==> config.mk <==
export PLATFORM = sky130hd
export DESIGN_NAME = fetch_sequencer
export DESIGN_NICKNAME = d
export VERILOG_FILES = /design/src/rtl/fetch_pkg.sv /design/src/rtl/fetch_skid_buf.sv /design/src/rtl/fetch_sequencer.sv
export SDC_FILE = /design/constraint.sdc
export NUM_CORES = 1
export LEC_CHECK = 0
export ABC_AREA = 1
export BUFFER_PORTS_ARGS = -buffer_cell sky130_fd_sc_hd__buf_2
export CAP_MARGIN = 20
export CORE_UTILIZATION = 30
export CTS_CLUSTER_SIZE = 40
export DETAILED_ROUTE_END_ITERATION = 8
export PLACE_DENSITY = 0.49
export RECOVER_POWER = 100
export SYNTH_ARGS = -nofsm -noshare
export SYNTH_HDL_FRONTEND = slang
export SYNTH_SLANG_ARGS = --single-unit
==> constraint.sdc <==
create_clock -name clk -period 7.4 [get_ports clk]
set_input_delay 1.11 -clock clk [delete_from_list [all_inputs] [get_ports clk]]
set_output_delay 1.11 -clock clk [all_outputs]
set_load 0.02 [all_outputs]
==> src/rtl/fetch_pkg.sv <==
// fetch_pkg: shared types and constants for the fetch stage.
// Latency: n/a (declarations only).
// Backpressure: n/a.
package fetch_pkg;

  // Fetch sequencer control states
  typedef enum logic [2:0] {
    IDLE    = 3'd0,
    REQ     = 3'd1,
    RESP    = 3'd2,
    HOLD    = 3'd3,
    DISCARD = 3'd4
  } fetch_state_e;

  // addi x0,x0,0 presented on instr_d whenever IF/ID holds no live instruction
  localparam logic [31:0] NOP_INSTR        = 32'h0000_0013;
  localparam logic [31:0] DEFAULT_RESET_PC = 32'h0000_0000;

endpackage

==> src/rtl/fetch_skid_buf.sv <==
// fetch_skid_buf: one-entry {instr,pc} holding register for a response that lands while ID is stalled.
// Latency: written on the load edge, readable the cycle after.
// Backpressure: none; the owner guarantees it never loads while full.
module fetch_skid_buf #(
  parameter int unsigned WIDTH = 32
) (
  input  logic             clk,
  input  logic             rst,
  input  logic             load_i,
  input  logic             unload_i,
  input  logic             clear_i,
  input  logic [WIDTH-1:0] instr_i,
  input  logic [WIDTH-1:0] pc_i,
  output logic             full_o,
  output logic [WIDTH-1:0] instr_o,
  output logic [WIDTH-1:0] pc_o
);

  logic             full_q;
  logic [WIDTH-1:0] instr_q;
  logic [WIDTH-1:0] pc_q;

  // Occupancy flag: clear/unload empty the entry, load fills it
  always_ff @(posedge clk or posedge rst) begin
    if (rst) begin
      full_q <= 1'b0;
    end else if (clear_i || unload_i) begin
      full_q <= 1'b0;
    end else if (load_i) begin
      full_q <= 1'b1;
    end
  end

  // Payload capture; contents are meaningless while empty
  always_ff @(posedge clk or posedge rst) begin
    if (rst) begin
      instr_q <= '0;
      pc_q    <= '0;
    end else if (load_i) begin
      instr_q <= instr_i;
      pc_q    <= pc_i;
    end
  end

  assign full_o  = full_q;
  assign instr_o = instr_q;
  assign pc_o    = pc_q;

endmodule

==> src/rtl/fetch_sequencer.sv <==
// fetch_sequencer: owns the IF PC, issues one-outstanding imem reads, merges PC+4 / EX redirect / stall into IF/ID.
// Latency: imem_addr to valid_d = gnt cycle + rvalid cycle + 1 edge; back-to-back issue the cycle after a load.
// Backpressure: stall_f holds PC and IF/ID; an in-flight response is parked in the skid buffer. FETCH_PERF_CNT_EN adds perf counters.
module fetch_sequencer #(
  parameter int unsigned       WIDTH     = 32,
  parameter logic [WIDTH-1:0]  RESET_PC  = WIDTH'(fetch_pkg::DEFAULT_RESET_PC),
  parameter logic [WIDTH-1:0]  NOP_INSTR = WIDTH'(fetch_pkg::NOP_INSTR)
) (
  input  logic             clk,
  input  logic             rst,
  input  logic             stall_f,
  input  logic             pc_src_e,
  input  logic [WIDTH-1:0] pc_target_e,
  output logic             imem_req,
  output logic [WIDTH-1:0] imem_addr,
  input  logic             imem_gnt,
  input  logic             imem_rvalid,
  input  logic [WIDTH-1:0] imem_rdata,
  output logic [WIDTH-1:0] instr_d,
  output logic [WIDTH-1:0] pc_d,
  output logic [WIDTH-1:0] pc_plus4_d,
  output logic             valid_d
`ifdef FETCH_PERF_CNT_EN
  ,
  output logic [31:0]      perf_fetch_cnt,
  output logic [31:0]      perf_stall_cnt,
  output logic [31:0]      perf_flush_cnt
`endif
);

  import fetch_pkg::*;

  fetch_state_e     state_q, state_d;
  logic [WIDTH-1:0] npc_q, npc_d;          // address of the next fetch
  logic [WIDTH-1:0] ipc_q, ipc_d;          // address of the granted, in-flight fetch
  logic [WIDTH-1:0] pend_pc_q, pend_pc_d;  // redirect target parked behind an open request
  logic             pend_vld_q, pend_vld_d;
  logic             req_open_q, req_open_d;
  logic             id_vld_q, id_vld_d;
  logic [WIDTH-1:0] id_instr_q, id_instr_d;
  logic [WIDTH-1:0] id_pc_q, id_pc_d;
  logic [WIDTH-1:0] id_pc4_q, id_pc4_d;

  logic [WIDTH-1:0] redir_pc;
  logic             granted;
  logic             id_load;
  logic [WIDTH-1:0] id_src_instr, id_src_pc;
  logic             skid_load, skid_unload, skid_clear, skid_full;
  logic [WIDTH-1:0] skid_instr, skid_pc;

  // Targets are forced word-aligned; the low bits are simply masked off
  assign redir_pc = pc_target_e & ~WIDTH'(3);

  // Once raised, req stays up until gnt; a stalled REQ only withholds a request not yet raised
  assign imem_req  = (state_q == REQ) && (req_open_q || !stall_f);
  assign imem_addr = npc_q;
  assign granted   = imem_req && imem_gnt;

  // Control FSM next-state: redirect always wins over stall
  always_comb begin
    state_d      = state_q;
    npc_d        = npc_q;
    ipc_d        = ipc_q;
    pend_vld_d   = pend_vld_q;
    pend_pc_d    = pend_pc_q;
    req_open_d   = req_open_q;
    id_load      = 1'b0;
    id_src_instr = imem_rdata;
    id_src_pc    = ipc_q;
    skid_load    = 1'b0;
    skid_unload  = 1'b0;
    skid_clear   = 1'b0;
    case (state_q)
      IDLE: begin
        state_d = REQ;
        if (pc_src_e) npc_d = redir_pc;
      end
      REQ: begin
        if (granted) begin
          ipc_d      = npc_q;
          req_open_d = 1'b0;
          pend_vld_d = 1'b0;
          if (pc_src_e) begin
            npc_d   = redir_pc;
            state_d = DISCARD;
          end else if (pend_vld_q) begin
            npc_d   = pend_pc_q;
            state_d = DISCARD;
          end else begin
            npc_d   = npc_q + WIDTH'(4);
            state_d = RESP;
          end
        end else begin
          if (imem_req) req_open_d = 1'b1;
          if (pc_src_e) begin
            if (imem_req) begin
              pend_vld_d = 1'b1;
              pend_pc_d  = redir_pc;
            end else begin
              npc_d = redir_pc;
            end
          end
        end
      end
      RESP: begin
        if (imem_rvalid) begin
          if (pc_src_e) begin
            npc_d   = redir_pc;
            state_d = REQ;
          end else if (stall_f) begin
            skid_load = 1'b1;
            state_d   = HOLD;
          end else begin
            id_load = 1'b1;
            state_d = REQ;
          end
        end else if (pc_src_e) begin
          npc_d   = redir_pc;
          state_d = DISCARD;
        end
      end
      HOLD: begin
        if (pc_src_e) begin
          skid_clear = 1'b1;
          npc_d      = redir_pc;
          state_d    = REQ;
        end else if (!stall_f && skid_full) begin
          id_load      = 1'b1;
          id_src_instr = skid_instr;
          id_src_pc    = skid_pc;
          skid_unload  = 1'b1;
          state_d      = REQ;
        end
      end
      DISCARD: begin
        if (pc_src_e) npc_d = redir_pc;
        if (imem_rvalid) state_d = REQ;
      end
      default: state_d = IDLE;
    endcase
  end

  // IF/ID next-state: advances to a bubble unless stalled; a redirect flushes even under stall
  always_comb begin
    id_vld_d   = id_vld_q;
    id_instr_d = id_instr_q;
    id_pc_d    = id_pc_q;
    id_pc4_d   = id_pc4_q;
    if (pc_src_e || !stall_f) id_vld_d = 1'b0;
    if (id_load) begin
      id_vld_d   = 1'b1;
      id_instr_d = id_src_instr;
      id_pc_d    = id_src_pc;
      id_pc4_d   = id_src_pc + WIDTH'(4);
    end
  end

  // Control registers
  always_ff @(posedge clk or posedge rst) begin
    if (rst) begin
      state_q    <= IDLE;
      npc_q      <= RESET_PC;
      ipc_q      <= '0;
      pend_vld_q <= 1'b0;
      pend_pc_q  <= '0;
      req_open_q <= 1'b0;
    end else begin
      state_q    <= state_d;
      npc_q      <= npc_d;
      ipc_q      <= ipc_d;
      pend_vld_q <= pend_vld_d;
      pend_pc_q  <= pend_pc_d;
      req_open_q <= req_open_d;
    end
  end

  // IF/ID pipeline register
  always_ff @(posedge clk or posedge rst) begin
    if (rst) begin
      id_vld_q   <= 1'b0;
      id_instr_q <= NOP_INSTR;
      id_pc_q    <= '0;
      id_pc4_q   <= '0;
    end else begin
      id_vld_q   <= id_vld_d;
      id_instr_q <= id_instr_d;
      id_pc_q    <= id_pc_d;
      id_pc4_q   <= id_pc4_d;
    end
  end

  fetch_skid_buf #(
    .WIDTH (WIDTH)
  ) u_skid (
    .clk      (clk),
    .rst      (rst),
    .load_i   (skid_load),
    .unload_i (skid_unload),
    .clear_i  (skid_clear),
    .instr_i  (imem_rdata),
    .pc_i     (ipc_q),
    .full_o   (skid_full),
    .instr_o  (skid_instr),
    .pc_o     (skid_pc)
  );

  assign instr_d    = id_vld_q ? id_instr_q : NOP_INSTR;
  assign pc_d       = id_pc_q;
  assign pc_plus4_d = id_pc4_q;
  assign valid_d    = id_vld_q;

`ifdef FETCH_PERF_CNT_EN
  logic [31:0] perf_fetch_q, perf_stall_q, perf_flush_q;

  // Saturating event counters: IF/ID loads, stalled cycles, redirects taken
  always_ff @(posedge clk or posedge rst) begin
    if (rst) begin
      perf_fetch_q <= '0;
      perf_stall_q <= '0;
      perf_flush_q <= '0;
    end else begin
      if (id_load && (perf_fetch_q != '1))  perf_fetch_q <= perf_fetch_q + 32'd1;
      if (stall_f && (perf_stall_q != '1))  perf_stall_q <= perf_stall_q + 32'd1;
      if (pc_src_e && (perf_flush_q != '1)) perf_flush_q <= perf_flush_q + 32'd1;
    end
  end

  assign perf_fetch_cnt = perf_fetch_q;
  assign perf_stall_cnt = perf_stall_q;
  assign perf_flush_cnt = perf_flush_q;
`endif

endmodule
# --- After elaboration in Yosys (flattened, before gate mapping) ---
# Index checks and enable logic that the tools add are counted.
word_totals:
  regBits: 261
  latchBits: 0
  ram_bits: 0
  rom_bits: 0
  input_bits: 70
  out_inout_bits: 130
  elab_cells: 93
  n_memories: 0
classes:
  n_addsub: 2
  n_mul: 0
  n_div: 0
  magnitude_cmp: 0
  eq_ne: 11
  shifts: 0
  n_mux: 46
  bitwise_logic: 1
  reduce_logical: 20
ops:
  columns: ["op", "n"]
  rows:
  - ["32-bit two-way mux", 13]
  - ["32-bit by 3-bit adder with 32-bit output (second input constant)", 2]
  - ["32-bit one-hot mux with 2 select lines", 1]
  - ["3-bit two-way mux", 8]
  - ["1-bit two-way mux", 20]
  - ["3-bit one-hot mux with 5 select lines", 1]
  - ["3-bit inequality test (second input constant)", 4]
  - ["4-bit AND reduction", 3]
  - ["2-bit nonzero test", 5]
  - ["3-bit by 2-bit equality test with 1-bit output (second input constant)", 2]
  - ["2-bit two-way mux", 2]
  - ["2-bit inequality test (second input constant)", 2]
  - ["2-bit AND reduction", 2]
  - ["4-bit OR reduction", 1]
  - ["3-bit by 1-bit equality test with 1-bit output (second input constant)", 1]
  - ["3-bit equality test (second input constant)", 1]
  - ["1-bit logical AND", 3]
  - ["3-bit zero test", 1]
  - ["1-bit logical OR", 3]
  - ["3-bit AND reduction", 1]
  - ["2-bit by 1-bit inequality test with 1-bit output (second input constant)", 1]
  - ["1-bit one-hot mux with 2 select lines", 1]
  - ["1-bit zero test", 1]
  - ["1-bit inverter", 1]

# --- Logic depth before layout (Yosys ltp) ---
# Gate-level depths: netlist (run 1).
logic_depth:
  ltp_word: 7
  depth_mapped: 16
  mapped_depth_nobuf: 15

# --- Hierarchy ---
# From an unflattened synthesis (run 1), not the netlist that was laid out.
hier_totals:
  cells_unflattened: 1699
  area_unflattened_um2: 12948.7
by_module_without_submodules:
  columns: ["module", "instances", "cells_per_inst", "area_per_inst_um2", "seq_area_each_um2"]
  rows:
  - ["fetch_sequencer", 1, 1422, 10476.3, 4758.3]
  - ["fetch_skid_buf", 1, 277, 2472.4, 1626.6]

# --- Least setup slack after synthesis (run 1) ---
# Ideal clock, no wire load.
synth_path:
  path_type: "input -> register"
  start: "input pc_src_e"
  end: "register id_pc4_q[18], in the netlist pc_plus4_d[18]"
  setup_time_ns: 0.125
  t_arrival_ns: 2.685
  required_ns: 7.275
  path_slack_ns: 4.591
  stages: 15
  path_buffers: 2
  cell_sequence: "buf_2 -> nor2_4 -> nand2_4 -> nand2_1 -> o21ai_1 -> inv_1 -> ha_1 -> nand2_1 -> nor2_2 -> nand2_1 -> nor2_4 -> buf_6 -> nand2_1 -> nand3_1 -> nand3_1"
synth_between:
  elab_chain_cells: 3
  word_cells_on_any_way: 7
  classes_between: "add/sub (1); mux (6)"
synth_lines:
  columns: ["element", "line_no", "source"]
  rows:
  - ["from (decl)", "fetch_sequencer.sv:12", "input logic pc_src_e,"]
  - ["32-bit two-way mux", "fetch_sequencer.sv:123", "if (pc_src_e) begin"]
  - ["32-bit two-way mux", "fetch_sequencer.sv:73", "case (state_q)"]
  - ["net id_src_pc[2]", "fetch_sequencer.sv:47", "logic [WIDTH-1:0] id_src_instr, id_src_pc;"]
  - ["32-bit by 3-bit adder with 32-bit output", "fetch_sequencer.sv:154", "id_pc4_d = id_src_pc + WIDTH'(4);"]
  - ["to (signal assigned)", "fetch_sequencer.sv:188", "id_pc4_q <= id_pc4_d;"]
  - ["to (decl)", "fetch_sequencer.sv:42", "logic [WIDTH-1:0] id_pc4_q, id_pc4_d;"]
# The timed path passes the listed nets, and every way through them passes these cells.
# A chain may end at the register's enable or synchronous reset.

# --- Worst setup path in the final report (run 1) ---
layout_path:
  start: "input pc_src_e"
  end: "register id_pc4_q[16], in the netlist pc_plus4_d[16]"
layout_between:
  elab_chain_cells: 3
  word_cells_on_any_way: 7
  classes_between: "add/sub (1); mux (6)"
layout_lines:
  columns: ["element", "line_no"]
  rows:
  - ["32-bit two-way mux or 1-bit two-way mux (tied branches)", "fetch_sequencer.sv:123, fetch_sequencer.sv:107"]
  - ["32-bit two-way mux or 1-bit two-way mux (tied branches)", "fetch_sequencer.sv:73, fetch_sequencer.sv:106"]
  - ["32-bit by 3-bit adder with 32-bit output or 1-bit one-hot mux with 2 select lines (tied branches)", "fetch_sequencer.sv:154, fetch_sequencer.sv:73"]
# Parallel ways exist; a longest one is shown, timed or not.

==> results of run 1 <==
-- synth_stat cells (all sizes together), types with 10 or more instances --
| cell | count | area [µm²] |
|---|---|---|
| nand2 | 528 | 2080 |
| dfrtp | 248 | 6210 |
| nor2 | 179 | 811 |
| inv | 169 | 634 |
| o21ai | 135 | 679 |
| nand3 | 88 | 450 |
| a21oi | 71 | 355 |
| clkbuf | 49 | 184 |
| buf | 40 | 270 |
| a31oi | 32 | 200 |
| nand3b | 17 | 128 |
| nand4 | 17 | 106 |
| o211ai | 17 | 128 |
| nor3 | 15 | 86.3 |
| mux2 | 12 | 135 |
| a22oi | 10 | 75.1 |
-- flip-flops by register name, indices dropped and copies added, names as in the netlist --
signal	cells
state_q	3
imem_addr	30
pc_plus4_d	30
valid_d	1
u_skid.instr_o	32
pend_pc_q	30
ipc_q	30
pc_d	30
req_open_q	1
pend_vld_q	1
u_skid.full_o	1
id_instr_q	32
u_skid.pc_o	30
-- kinds of logic (layout without fill, tap and decap cells) --
| family | after synthesis | after routing | synth area share |
|---|---|---|---|
| flops | 251 | 251 | 0.491 |
| other cells | 1 | 9 | 0.000293 |
| buf+inv | 259 | 435 | 0.0854 |
| mux | 12 | 12 | 0.0106 |
| xor+xnor | 8 | 8 | 0.00548 |
| simple gates | 848 | 848 | 0.288 |
| fa+ha+maj | 2 | 2 | 0.00196 |
| compound gates | 273 | 273 | 0.117 |
-- cell type report --
type,count,area share
flip-flops and latches,251,0.416
multi-input cells,1149,0.360
repair buffers,209,0.0623
clock buffers,41,0.0565
well taps,539,0.0447
inverters,170,0.0424
clock inverters,15,0.0174
diodes,3,0.000497
-- cells in the final DEF, fill, tap and decap left out, drive strengths merged, types with 3 or more instances in the layout --
master	synthesis	layout
nand2	528	528
clkbuf	49	173
bufinv	0	7
conb	1	6
dfstp	3	3
nand3	88	88
nor2	179	179
clkinv	1	6
xor2	8	8
buf	40	77
nand4	17	17
a22oi	10	10
nor3	15	15
o22ai	3	3
o211ai	17	17
a31oi	32	32
inv	169	169
a21oi	71	71
dfrtp	248	248
nand3b	17	17
mux2	12	12
diode	0	3
clkinvlp	0	3
o21ai	135	135
-- layer usage --
metal,up-vias,global-route usage,wire [µm]
met4,0,0.0530,767
li1,5605,-,-
met3,48,0.0255,1740
met2,227,0.261,16400
met5,-,0,0
met1,5317,0.254,18500
-- how the worst max path moves through the flow --
stage,endpoint,slack [ns],depth (start not counted)
finish,pc_plus4_d[16],2.50,10
global route,pc_plus4_d[16],1.94,10
CTS,pc_plus4_d[27],3.86,16
detailed placement,pc_plus4_d[27],3.26,16
global placement,pc_plus4_d[29],3.29,16
floorplan,id_instr_q[10],2.99,1
-- tightest hold or removal path: stages (launching register included) --
cell,delay [ns]
dfrtp_1,0.34
nand2_1,0.05
nand2_1,0.04
-- where the power goes --
group          total, mW  switching, mW  leakage (nW)  internal [mW]
Sequential          2.38          0.416          3.16           1.97
Clock               1.66          0.611         0.541           1.05
Combinational       2.11           1.45          3.63          0.656
Total               6.15           2.48          7.34           3.67
-- through the flow --
stage                     cell area (µm²)  worst slack, ns
after CTS                           15300             3.86
after floorplan                     12800             2.99
after detailed placement            14200             3.26
after global placement              14100             3.29
after global routing                15100             1.94
final                               15100             2.50
==> metrics.txt, run 1 <==
HP Start pc_d[14]; via count 11.2k; Worst Hold Depth 2; Critical Path Max Stage Delay 1.33 ns; Total Power 6.15 mW; Num CTS Buffers 31; Post-synth EDFFs 0; Power Density 408 nW/µm²; initial antenna violation count 3; setup violators final 0; CP top delay family buffers and inverters; peak supply drop 0.000179 V; cts hold-fix bufs 0; Worst Setup End Kind flip-flop; post-synthesis sequential area ratio 0.491; final core utilization 0.359; Starting DRT DRC Count 646; Hold Crit Class reg -> reg; Final Instance Count excl. Fillers 2377; crit path max fanout 42; first-pass GRT wire length 60300 µm; status finished, violations left; register area 6280 µm²; register bit count reported by yosys 251; Post-Place Cells 2318; Worst-Margin Slew 3.80 ns; worst skew pair latency 0.58 ns; Post-CTS Setup Bufs 0; WL final 37400 µm; Buffers on Ports 191; pins over their slew limit 329; Netlist cell types 43; CTS clock-pin slew for the worst setup and hold paths 0.06 ns; root buffer cell clkbuf_16; Top FF cell, synth dfrtp_1; syn_area_per_cell 7.74 µm²; yosys synthesis warning count 0; Slowest cell on crit path inv_1; register-to-register setup slack 2.66 ns; max frequency 0.204 GHz; multi-input logic area 5430 µm²; skew final 0.0195 ns; Critical Path AT 5.35 ns; element type at the critical path start primary input; row cnt 75; WL per Instance 15.7 µm; Filler cells 4540; CTS tree yes; layout cells sized above 1 0.112; DRT antenna net count 0; vias in the first global route 10.7k; Die X-Extent 209 µm; worst reg2reg path endpoint imem_addr[4]; grt ovf 0; GP Congestion 0.824; Hold Path End pc_d[14]; synthesis-to-finish area growth 17.9%; Max Root-Sink Buffers 3; leakage 7.34 nW; Final Cycle Share 0.663; Core Area 42000 µm²; hold_ws 0.468 ns; GRT Util Overall 0.173; Async SR Flop Fraction 1.00; drt drc 0; Ports 200; Nets 1884; Worst Path Required 7.85 ns; Die Area 43500 µm²; # clock sinks 251; Die Height 209 µm; post-CTS resize count 0; Slew HR -1.54; Maximum Capacitance Violations 6; Vias/cell 4.71; Reg2Reg Depth 10; WS Path Type in -> reg; RR Startpoint state_q[2]; unrepaired setup endpoints after global routing no; Sum Neg Setup Slack 0 ns; Worst Path Buf+Inv 4; htree depth 1; initial core utilization 0.304; Mapped Area 12800 µm²; Final Hold Violating Endpoints 0; CP startpoint pc_src_e; crit path time final 4.90 ns; DPL Wire Length 25100 µm; Pre-Repair DR Iteration Count 5; CP Cell Sequence clkbuf_1 -> nor2_4 -> buf_4 -> nand2_4 -> nand2_1 -> inv_1 -> clkbuf_1 -> nor2_1 -> nand2_1 -> nand3_1; Cells after Synth 1654; largest net degree at the start of global routing 170; failing checks capacitance limit, slew limit
No activity file was read; power rests on OpenSTA's default activity.
==> run 2: changes to the inputs <==
- clock period: 7.4 -> 4.19 ns (I/O delays scaled with it)
==> run 2 against run 1 <==
Net effect:
- the run still ends with capacitance limit, slew limit left
- die area stayed put
- clock-buffer cell count is 10 higher
- non-clock buffer count is 1 higher
- sequential power is 76% higher
- worst setup slack worse by 1.7 ns
- first-iteration DRC count is 0.15% lower
- total power is 71% higher
- sequential cell count stayed put
- sequential share of layout area is 0.34 points higher
- routed wire length is 0.39% lower
- global-route usage is 0.092 points lower
- critical path depth stayed put
==> metrics.txt, run 2 (synthesis results as in run 1) <==
WL final 37200 µm (-0.39%); unrepaired setup endpoints after global routing no; clock share of power 0.248 (-0.022); # clock sinks 251 (unchanged); Hold Crit Class in -> async; CTS tree yes; Worst Setup End Kind flip-flop; worst skew pair latency 0.57 ns (about the same); register-to-register setup slack 0.78 ns (-1.88 ns); GRT Util Overall 0.172 (-0.000922); Worst-Margin Slew 1.80 ns (-2.00 ns); crit path time final 3.41 ns; DPL Wire Length 25200 µm (+0.38%); CTS clock-pin slew for the worst setup and hold paths 0.06 ns (about the same); Ports 200 (unchanged); Post-CTS Setup Bufs 0 (unchanged); grt ovf 0 (unchanged); commonest non-fill, non-tap cell in the layout nand2_1; pins over their slew limit 104 (-68%); first-pass GRT wire length 60200 µm (-0.18%); setup violators final 0 (unchanged); combinational share of power 0.353 (+0.010); crit path max fanout 86 (+100%); Critical Path AT 3.91 ns (-1.44 ns); Maximum Capacitance Violations 2 (-4); WS Path Type reg -> reg; multi-input logic area 5420 µm² (-0.23%); post-CTS resize count 0 (unchanged); Vias/cell 4.65 (-1.4%); Die Area 43500 µm² (unchanged); RR Startpoint state_q[1]; CP startpoint state_q[1]; drt drc 0 (unchanged); row cnt 75 (unchanged); GP Congestion 0.836 (+1.4%); Final Cycle Share 0.815; layout cells sized above 1 0.111 (-0.000606); sw power 4.34 mW (+75%); peak supply drop 0.000268 V (+49%); status finished, violations left; Nets 1885 (+0.053%); Power Density 702 nW/µm² (+72%); via count 11.0k (-1.4%); Die Height 209 µm (unchanged); sequential share of power 0.398 (+0.011); element type at the critical path start flip-flop; initial core utilization 0.304 (unchanged); vias in the first global route 10.8k (+0.45%); Worst Path Required 4.69 ns (-3.16 ns); cts hold-fix bufs 0 (unchanged); max frequency 0.293 GHz; Core Area 42000 µm² (unchanged); synthesis-to-finish area growth 17.0%; Sum Neg Setup Slack 0 ns (unchanged); failing checks capacitance limit, slew limit; Filler cells 4513 (-0.59%); leakage 7.31 nW (-0.43%); root buffer cell clkbuf_16; Slew HR -0.201 (+1.33); Post-Place Cells 2318 (unchanged); initial antenna violation count 2 (-1); htree depth 1 (unchanged); WL per Instance 15.7 µm (-0.39%); Pre-Repair DR Iteration Count 5 (unchanged); skew final 0.0155 ns (-0.00401 ns); Starting DRT DRC Count 645 (-0.15%); Int Power 6.16 mW (+68%); DRT antenna net count 0 (unchanged); final core utilization 0.356 (-0.00289); Final Hold Violating Endpoints 0 (unchanged); most frequent cells in the layout nand2_1 (502), dfrtp_1 (248), inv_1 (167); register area 6280 µm² (unchanged); largest net degree at the start of global routing 111 (-35%); sw frac 0.413 (+0.0104); Max Root-Sink Buffers 3 (unchanged); Die X-Extent 209 µm (unchanged); Final Instance Count excl. Fillers 2377 (unchanged); dpl cell area 14200 µm² (+0.21%); Finished Cell Area 15000 µm² (-0.80%); Num CTS Buffers 31 (unchanged); Buffers on Ports 191 (unchanged)
-- run 2: changes by cell type in the layout (fill, tap and decap cells not counted), sizes merged, moves of 2 or more --
cell,change
buf,+2
clkbuf,+9
bufinv,-6
clkinvlp,-2
-- run 2: per-layer routing --
layer | track usage | routed length, µm | vias up | share of wire
li1 | - | - | 5606 | -
met1 | 0.250 | 18700 | 5187 | 0.50
met2 | 0.266 | 16300 | 204 | 0.44
met3 | 0.0272 | 1590 | 45 | 0.043
met4 | 0.0426 | 648 | 0 | 0.017
met5 | 0 | 0 | - | 0
-- run 2: power by group through the flow --
stage                     sequential, mW  combinational, mW  clock (mW)
after floorplan                     4.47               2.28           0
after global routing                4.34               4.21        2.80
after global placement              4.19               3.80           0
after CTS                           4.18               3.87        2.69
after detailed placement            4.22               3.85           0
final                               4.19               3.71        2.61
-- run 2: cell type report --
cell class | instances | share of cell area
Antenna cell | 2 | 0.000334
Timing Repair Buffer | 210 | 0.0648
Sequential cell | 251 | 0.420
Tap cell | 539 | 0.0450
Multi-Input combinational cell | 1149 | 0.362
Inverter | 170 | 0.0427
Clock buffer | 51 | 0.0622
Clock inverter | 5 | 0.00334
-- run 2: path summary, 6_finish.rpt --
kind	to	depth (start not counted)
worst max-delay path	pc_plus4_d[25]	10
worst min-delay path	pc_plus4_d[4]	2
worst max register to register	pc_plus4_d[25]	10
worst min register to register	u_skid.pc_o[25]	2
max in group asynchronous	imem_addr[30]	3
min in group clk	u_skid.instr_o[25]	3
-- run 2: per-stage QoR --
stage / power (mW) / setup slack (ns) / hold slack (ns)
4_1_cts: 10.7 / 1.26 / 0.0411
6_report: 10.5 / 0.776 / 0.156
5_1_grt: 11.3 / 0.518 / 0.183
3_3_place_gp: 8.00 / 1.19 / 0.458
3_5_place_dp: 8.07 / 1.17 / 0.465
2_1_floorplan: 6.75 / 0.262 / 0.444
-- run 2: worst max-delay path: stages (launching register included) --
cell and delay (ns):
dfrtp_1 0.40, nand2_1 0.11, nor2_4 0.37, nand2_4 0.29, clkbuf_2 0.74, nand2_1 0.40, inv_1 0.13, buf_12 0.22
a21oi_1 0.36, nand4_1 0.14, nand3_1 0.11
